===== src/rtl/argmax_unit_pkg.sv =====
// Shared constants for the neural_net output stage.
// Also holds the argmax scan state encoding.
package argmax_unit_pkg;

    localparam int DATA_WIDTH     = 16;
    localparam int NEURONS_NUM_L4 = 10;

    typedef enum logic {
        S_IDLE = 1'b0,
        S_SCAN = 1'b1
    } argmax_state_e;

endpackage


===== src/rtl/argmax_unit.sv =====
// Serial signed argmax over the last layer's output vector.
// Latches the winning index/value and raises a sticky interrupt.
module argmax_unit
    import argmax_unit_pkg::*;
#(
    parameter int NUM_INPUTS = argmax_unit_pkg::NEURONS_NUM_L4,
    parameter int DATA_WIDTH = argmax_unit_pkg::DATA_WIDTH,
    parameter int IDX_W      = $clog2(NUM_INPUTS)
) (
    input  logic                             clk,
    input  logic                             reset_n,
    input  logic [NUM_INPUTS*DATA_WIDTH-1:0] in_data,
    input  logic                             in_valid,
    output logic                             in_ready,
    output logic [IDX_W-1:0]                 out_index,
    output logic [DATA_WIDTH-1:0]            out_max,
    output logic                             out_valid,
    input  logic                             intr_clr,
    output logic                             intr
);

    localparam logic [IDX_W-1:0] LAST = IDX_W'(NUM_INPUTS - 1);
    localparam logic [IDX_W-1:0] ONE  = IDX_W'(1);

    argmax_state_e r_state;
    argmax_state_e w_next;

    logic signed [DATA_WIDTH-1:0] r_buf [NUM_INPUTS];
    logic signed [DATA_WIDTH-1:0] r_max;
    logic [IDX_W-1:0]             r_idx;
    logic [IDX_W-1:0]             r_cnt;
    logic [IDX_W-1:0]             r_oidx;
    logic [DATA_WIDTH-1:0]        r_omax;
    logic                         r_ovalid;
    logic                         r_intr;

    logic                         w_accept;
    logic                         w_done;
    logic signed [DATA_WIDTH-1:0] w_elem;
    logic                         w_gt;
    logic signed [DATA_WIDTH-1:0] w_new_max;
    logic [IDX_W-1:0]             w_new_idx;

    always_ff @(posedge clk or negedge reset_n) begin
        if (!reset_n) begin
            r_state <= S_IDLE;
        end else begin
            r_state <= w_next;
        end
    end

    always_comb begin
        w_next   = r_state;
        w_accept = 1'b0;
        w_done   = 1'b0;
        unique case (r_state)
            S_IDLE: begin
                if (in_valid) begin
                    w_accept = 1'b1;
                    w_next   = S_SCAN;
                end
            end
            S_SCAN: begin
                if (r_cnt == LAST) begin
                    w_done = 1'b1;
                    w_next = S_IDLE;
                end
            end
            default: w_next = S_IDLE;
        endcase
    end

    // Strict greater-than keeps the lower index on ties.
    assign w_elem    = r_buf[r_cnt];
    assign w_gt      = (w_elem > r_max);
    assign w_new_max = w_gt ? w_elem : r_max;
    assign w_new_idx = w_gt ? r_cnt : r_idx;

    always_ff @(posedge clk or negedge reset_n) begin
        if (!reset_n) begin
            for (int i = 0; i < NUM_INPUTS; i++) begin
                r_buf[i] <= '0;
            end
            r_max    <= '0;
            r_idx    <= '0;
            r_cnt    <= '0;
            r_oidx   <= '0;
            r_omax   <= '0;
            r_ovalid <= 1'b0;
            r_intr   <= 1'b0;
        end else begin
            r_ovalid <= w_done;
            if (w_accept) begin
                for (int i = 0; i < NUM_INPUTS; i++) begin
                    r_buf[i] <= in_data[i*DATA_WIDTH +: DATA_WIDTH];
                end
                r_max <= in_data[0 +: DATA_WIDTH];
                r_idx <= '0;
                r_cnt <= ONE;
            end else if (r_state == S_SCAN) begin
                r_max <= w_new_max;
                r_idx <= w_new_idx;
                if (w_done) begin
                    r_oidx <= w_new_idx;
                    r_omax <= w_new_max;
                end else begin
                    r_cnt <= r_cnt + ONE;
                end
            end
            if (w_done) begin
                r_intr <= 1'b1;
            end else if (intr_clr) begin
                r_intr <= 1'b0;
            end
        end
    end

    assign in_ready  = (r_state == S_IDLE);
    assign out_index = r_oidx;
    assign out_max   = r_omax;
    assign out_valid = r_ovalid;
    assign intr      = r_intr;

endmodule


===== config.mk =====
export PLATFORM = sky130hd
export DESIGN_NAME = argmax_unit
export DESIGN_NICKNAME = d
export VERILOG_FILES = /design/src/rtl/argmax_unit_pkg.sv /design/src/rtl/argmax_unit.sv
export SDC_FILE = /design/constraint.sdc
export NUM_CORES = 1
export LEC_CHECK = 0
export ABC_AREA = 1
export CORE_UTILIZATION = 55
export CTS_CLUSTER_SIZE = 16
export DETAILED_ROUTE_END_ITERATION = 6
export HOLD_SLACK_MARGIN = 0.08
export PLACE_DENSITY = 0.94
export SLEW_MARGIN = 20
export SYNTH_ARGS = -nofsm -noshare
export SYNTH_HDL_FRONTEND = slang
export SYNTH_SLANG_ARGS = --single-unit

===== constraint.sdc =====
create_clock -name clk -period 6.1 [get_ports clk]
set_clock_uncertainty 0.1 [all_clocks]
set_input_delay 0.61 -clock clk [delete_from_list [all_inputs] [get_ports clk]]
set_output_delay 0.61 -clock clk [all_outputs]
set_load 0.01 [all_outputs]

Yosys cells after proc, flatten, opt, wreduce, memory -nomap -nowiden
Cells that the tools add are included.
{ "totals": {"ff_bits": 207, "in_bits": 164, "out_inout_bits": 23} }
{ "op_classes": {"add_sub_neg": 1, "order_cmp": 2, "n_eq_ne": 2, "n_mux": 20, "n_bitwise": 3, "reduce_logical": 4} }
{ "ops": {"columns": ["cell", "count"], "rows": [
  ["16-bit 2-to-1 mux", 5],
  ["16-bit binary-select mux with 4-bit select", 1],
  ["4-bit 2-to-1 mux", 6],
  ["16-bit > comparator", 1],
  ["1-bit 2-to-1 mux", 7],
  ["5-bit greater-or-equal comparator, second input constant", 1],
  ["4-bit NOT with 5-bit output", 1],
  ["4-bit by 1-bit adder with 4-bit output, second input constant", 1],
  ["4-bit == test, second input constant", 1],
  ["2-bit nonzero test", 2],
  ["3-bit AND reduction", 1],
  ["2-bit != test, second input constant", 1],
  ["1-bit NOT", 2],
  ["1-bit case mux with 2 select lines", 1],
  ["2-bit AND reduction", 1]
]} }

Longest topological paths before layout
{ "depth": {"word_depth": 8, "depth_mapped": 28, "mapped_depth_nobuf": 24} }

Least setup slack after synthesis
Ideal clock, no wire load.
{ "synth_timing": {"path_kind": "register to register", "start": "reg r_cnt[0]", "end": "reg r_max[12]", "setup_ps": 118, "arrival_time_ps": 2594, "required_time_ps": 5882, "path_slack_ps": 3288, "stages_incl_launch_ff": 20, "synth_period_minus_slack_ps": 2812, "path_cell_list": "dfrtp_1 > buf_4 > inv_2 > buf_6 > buf_2 > nor2_1 > o211ai_1 > nand3_1 > nand2_1 > ha_1 > a21oi_1 > o21ai_0 > a21oi_2 > nand2_1 > nand2_2 > nand3_4 > buf_6 > or2_1 > nand3_1 > nand2_1"} }
{ "synth_via": {"elab_chain_cells": 8} }
{ "synth_lines": {"columns": ["item", "line", "text"], "rows": [
  ["from (decl)", "argmax_unit.sv:31", "logic [IDX_W-1:0] r_cnt;"],
  ["from (signal assigned)", "argmax_unit.sv:107", "r_cnt <= r_cnt + ONE;"],
  ["4-bit NOT with 5-bit output (implied by the code) *", "argmax_unit.sv:74", "assign w_elem = r_buf[r_cnt];"],
  ["16-bit binary-select mux with 4-bit select *", "argmax_unit.sv:74", null],
  ["16-bit 2-to-1 mux (implied by the code) * (2 in series)", "argmax_unit.sv:74", null],
  ["16-bit > comparator", "argmax_unit.sv:75", "assign w_gt = (w_elem > r_max);"],
  ["16-bit 2-to-1 mux *", "argmax_unit.sv:76", "assign w_new_max = w_gt ? w_elem : r_max;"],
  ["16-bit 2-to-1 mux *", "argmax_unit.sv:100", "end else if (r_state == S_SCAN) begin"],
  ["16-bit 2-to-1 mux *", "argmax_unit.sv:93", "if (w_accept) begin"],
  ["to (signal assigned)", "argmax_unit.sv:97", "r_max <= in_data[0 +: DATA_WIDTH];"],
  ["to (signal assigned)", "argmax_unit.sv:101", "r_max <= w_new_max;"],
  ["to (decl)", "argmax_unit.sv:29", "logic signed [DATA_WIDTH-1:0] r_max;"]
]} }
Mark *: on every way between the ends. The rest lies on a longest branch, timed or not. The select of a mux whose other input is x is not followed.
A chain may end at the register's enable or synchronous reset.

Worst setup path after layout
{ "layout_timing": {"start": "reg r_cnt[0]", "end": "reg r_max[1]"} }
Same word-level chain as after synthesis.

==> results.py <==
metrics = {
    "outcome": {
        "outcome": "finished clean",
    },
    "grt": {
        "grt_max_degree": 113,
        "gr-total-overflow": 0,
        "track_usage_pct": 32.0,
        "antenna_found_initial": 1,
        "grt_pass1_vias": 9175,
        "grt_pass1_wl_um": 46300,
    },
    "logic_synthesis": {
        "postSynthCellCount": 1306,
        "synth_ff_type": "dfrtp_1",
        "netlist_area_sq_um": 10000,
        "ys_types": 28,
        "synthTopCellsByArea": "dfrtp_1 (52%), nand2_1 (23%), o21ai_0 (5.4%)",
        "synth_most_common_cell": "nand2_1",
        "synth_nets": 1488,
        "async_reset_ff_share_pct": 100,
        "synth_top_area_share_pct": 51.7,
        "yosysWarnings": 0,
        "ys_seq_area_share_pct": 51.7,
        "synth_top_cell_by_area": "dfrtp_1",
        "synth_common_cells": "nand2_1 (615), dfrtp_1 (207), o21ai_0 (108), inv_1 (81), nand3_1 (55)",
        "synth_edf_count": 0,
        "syn_avg_cell_area_sq_um": 7.67,
        "ys_ff_latch": 207,
    },
    "floorplan": {
        "die_y_um": 137,
        "coreArea_sq_um": 17500,
        "fp.dieW_um": 137,
        "start_util_pct": 57.1,
        "die_area_sq_um": 18800,
        "pin_count": 187,
        "num_rows": 48,
    },
    "critical_path": {
        "r2r_slack_ps": 1980,
        "path_class": "register to register",
        "startpoint_type": "register",
        "ff2ff_path_depth": 18,
        "cp_max_fo": 49,
        "worstPathArrival_ps": 4420,
        "end_kind": "register",
        "r2r-end": "r_max[1]",
        "critPathRequiredTime_ps": 6400,
        "r2r-start": "r_cnt[0]",
    },
    "pwr": {
        "peakVddDrop_uv": 461,
        "switching_share_pct": 45.0,
        "power.share.sequential_pct": 33.4,
        "p_clk_share_pct": 17.4,
        "leakagePower_uw": 0.00634,
        "internal_power_uw": 4100,
        "p_sw_uw": 3360,
        "comb_power_share_pct": 49.3,
        "totalPowerFinal_uw": 7460,
        "cellPowerDensity_nw_per_um2": 593,
    },
    "drt": {
        "postRouteAntennaNets": 0,
        "dr.pass1.iters": 6,
        "totalWireLength_um": 29000,
        "drtIter0Drc": 1155,
        "num_vias": 9547,
        "drt-wirelength-per-cell_um": 17.1,
        "drc_errors": 0,
        "vias_per_cell": 5.65,
    },
    "sta": {
        "final_hold_viol_count": 0,
        "whs_ps": 366,
        "finalSetupTns_ps": 0,
        "finalMaxSlewViolations": 0,
        "relSlewSlack_pct": 26.2,
        "rsz0062_at_grt": "false",
        "timing.final.crit_period_ps": 4120,
        "worst_slew_pin_slew_ps": 1100,
        "setup_viol": 0,
        "max_freq_ghz": 0.242,
        "fin_crit_sh_pct": 67.6,
    },
    "clock_network": {
        "clock_latency_ps": 500,
        "numClockSinks": 207,
        "clk_pin_slew_ps": 60,
        "cts_tree": "yes",
        "cts_resized": 0,
        "clockRootBuffer": "clkbuf_16",
        "clock_path_buffers": 3,
        "numCtsBuffers": 22,
        "htreeDepth": 1,
    },
    "min_path": {
        "hp-class": "register to register",
        "hold_depth": 2,
        "hp-start": "r_buf[68]",
        "min_to": "r_buf[68]",
    },
    "flow_run": {
        "cap_violations": 0,
    },
    "cells_and_area": {
        "register_area_sq_um": 5180,
        "multi_input_area_sq_um": 4160,
        "area_growth_pct": 25.6,
        "final_area_sq_um": 12600,
        "drive_gt1_share_pct": 3.89,
        "fin_nets": 1633,
        "stdcell_count": 1691,
        "fillerInstances": 1268,
    },
    "placement": {
        "place.gp.congestion": 0.977,
        "dp.final_hpwl_um": 19900,
        "placed_area_sq_um": 11900,
        "port_buffers": 186,
        "dp.cells": 1651,
    },
}
[how the worst max path moves through the flow]
stage          cells after the start     start    endpoint  slack [ps]
3_3_place_gp                      19  r_cnt[0]    r_max[2]        2300
6_report                          18  r_cnt[0]    r_max[1]        1980
5_1_grt                           17  r_cnt[0]    r_max[1]        1780
3_5_place_dp                      17  r_cnt[0]  out_max[9]        2200
2_1_floorplan                     19  r_cnt[0]   r_max[12]        3290
4_1_cts                           18  r_cnt[1]  out_max[9]        2140
[metal layers]
metal  vias to the layer above  part of all wire (%)  wire (um)  global-route usage (%)
met5                         -                     0          0                       0
met4                         0                   5.5       1600                    16.8
met3                       131                   8.7       2530                    5.11
met2                       594                    47      13600                    50.5
met1                      4415                    39      11200                    42.6
li1                       4407                     -          -                       -
[worst max-delay path, cell delays in order (launching register included)]
cell and delay (ps):
dfrtp_2 410, inv_2 550, buf_4 380, a21oi_1 90, o21ai_0 170, o211ai_1 150
nand3_1 150, nand2_1 130, ha_1 340, a21oi_1 150, nand2_1 130, a21oi_2 190
nand2_1 90, nand2_2 110, nand3_4 340, o21ai_1 320, nand2_1 90, nand2_1 100
inv_1 40
[cells by family (layout without fill, tap and decap cells)]
logic type	after synthesis	after routing	synth area share (%)
flops	207	207	51.7
other cells	0	1	0
buf+inv	160	319	6.86
compound gates	178	178	9.89
simple gates	743	743	29.3
fa+ha+maj	18	18	2.25
[through the flow]
step / worst slack, ps / util [%]
2_1_floorplan: 3290 / -
3_3_place_gp: 2300 / 67.7
3_5_place_dp: 2200 / 67.7
4_1_cts: 2140 / 71.7
5_1_grt: 1780 / 71.7
6_report: 1980 / 71.7
[placed cells by master (no fill, tap or decap), types with 2 or more instances in the layout]
cell type / synthesis / routed
o211ai_1: 15 / 15
o22ai_1: 4 / 4
nor3_2: 2 / 2
o221ai_1: 13 / 13
nand2_1: 615 / 615
inv_2: 3 / 3
a21oi_1: 24 / 24
nor2_1: 52 / 51
buf_4: 2 / 10
inv_1: 81 / 80
nand3_1: 55 / 55
nand4_1: 5 / 5
clkinv_2: 0 / 7
o21ai_1: 11 / 11
o21ai_0: 108 / 108
ha_1: 18 / 18
or2_1: 10 / 10
clkbuf_1: 34 / 4
dfrtp_1: 207 / 206
clkdlybuf4s50_1: 0 / 185
clkbuf_16: 0 / 23
clkbuf_8: 0 / 3
[area by class of cell]
type                    count  area share (%)
clock buffers              29            4.91
repair buffers            197            15.5
well taps                 225            2.24
clock inverters             9           0.587
inverters                  84            2.53
multi-input cells         939            33.0
diodes                      1          0.0199
flip-flops and latches    207            41.2
[power groups by stage]
| stage | logic (uW) | clock network (uW) | registers, uW |
|---|---|---|---|
| 2_1_floorplan | 2670 | 0 | 2340 |
| 3_3_place_gp | 3350 | 0 | 2450 |
| 3_5_place_dp | 3550 | 0 | 2470 |
| 4_1_cts | 3620 | 1310 | 2460 |
| 5_1_grt | 4130 | 1350 | 2540 |
| 6_report | 3670 | 1290 | 2490 |
[state kept, by name (all words and copies together), names as in the netlist]
name,count
r_max,16
r_idx,4
out_max,16
r_buf,160
out_valid,1
r_state,1
out_index,4
r_cnt,4
intr,1
[timing repair]
| item | 4_1_cts | 5_1_grt |
|---|---|---|
| endpoints found under the hold margin | 74 | 0 |
| buffers inserted | 0 | 0 |
| hold buffers | 1 | 0 |
Power figures use the tool's default switching activity.
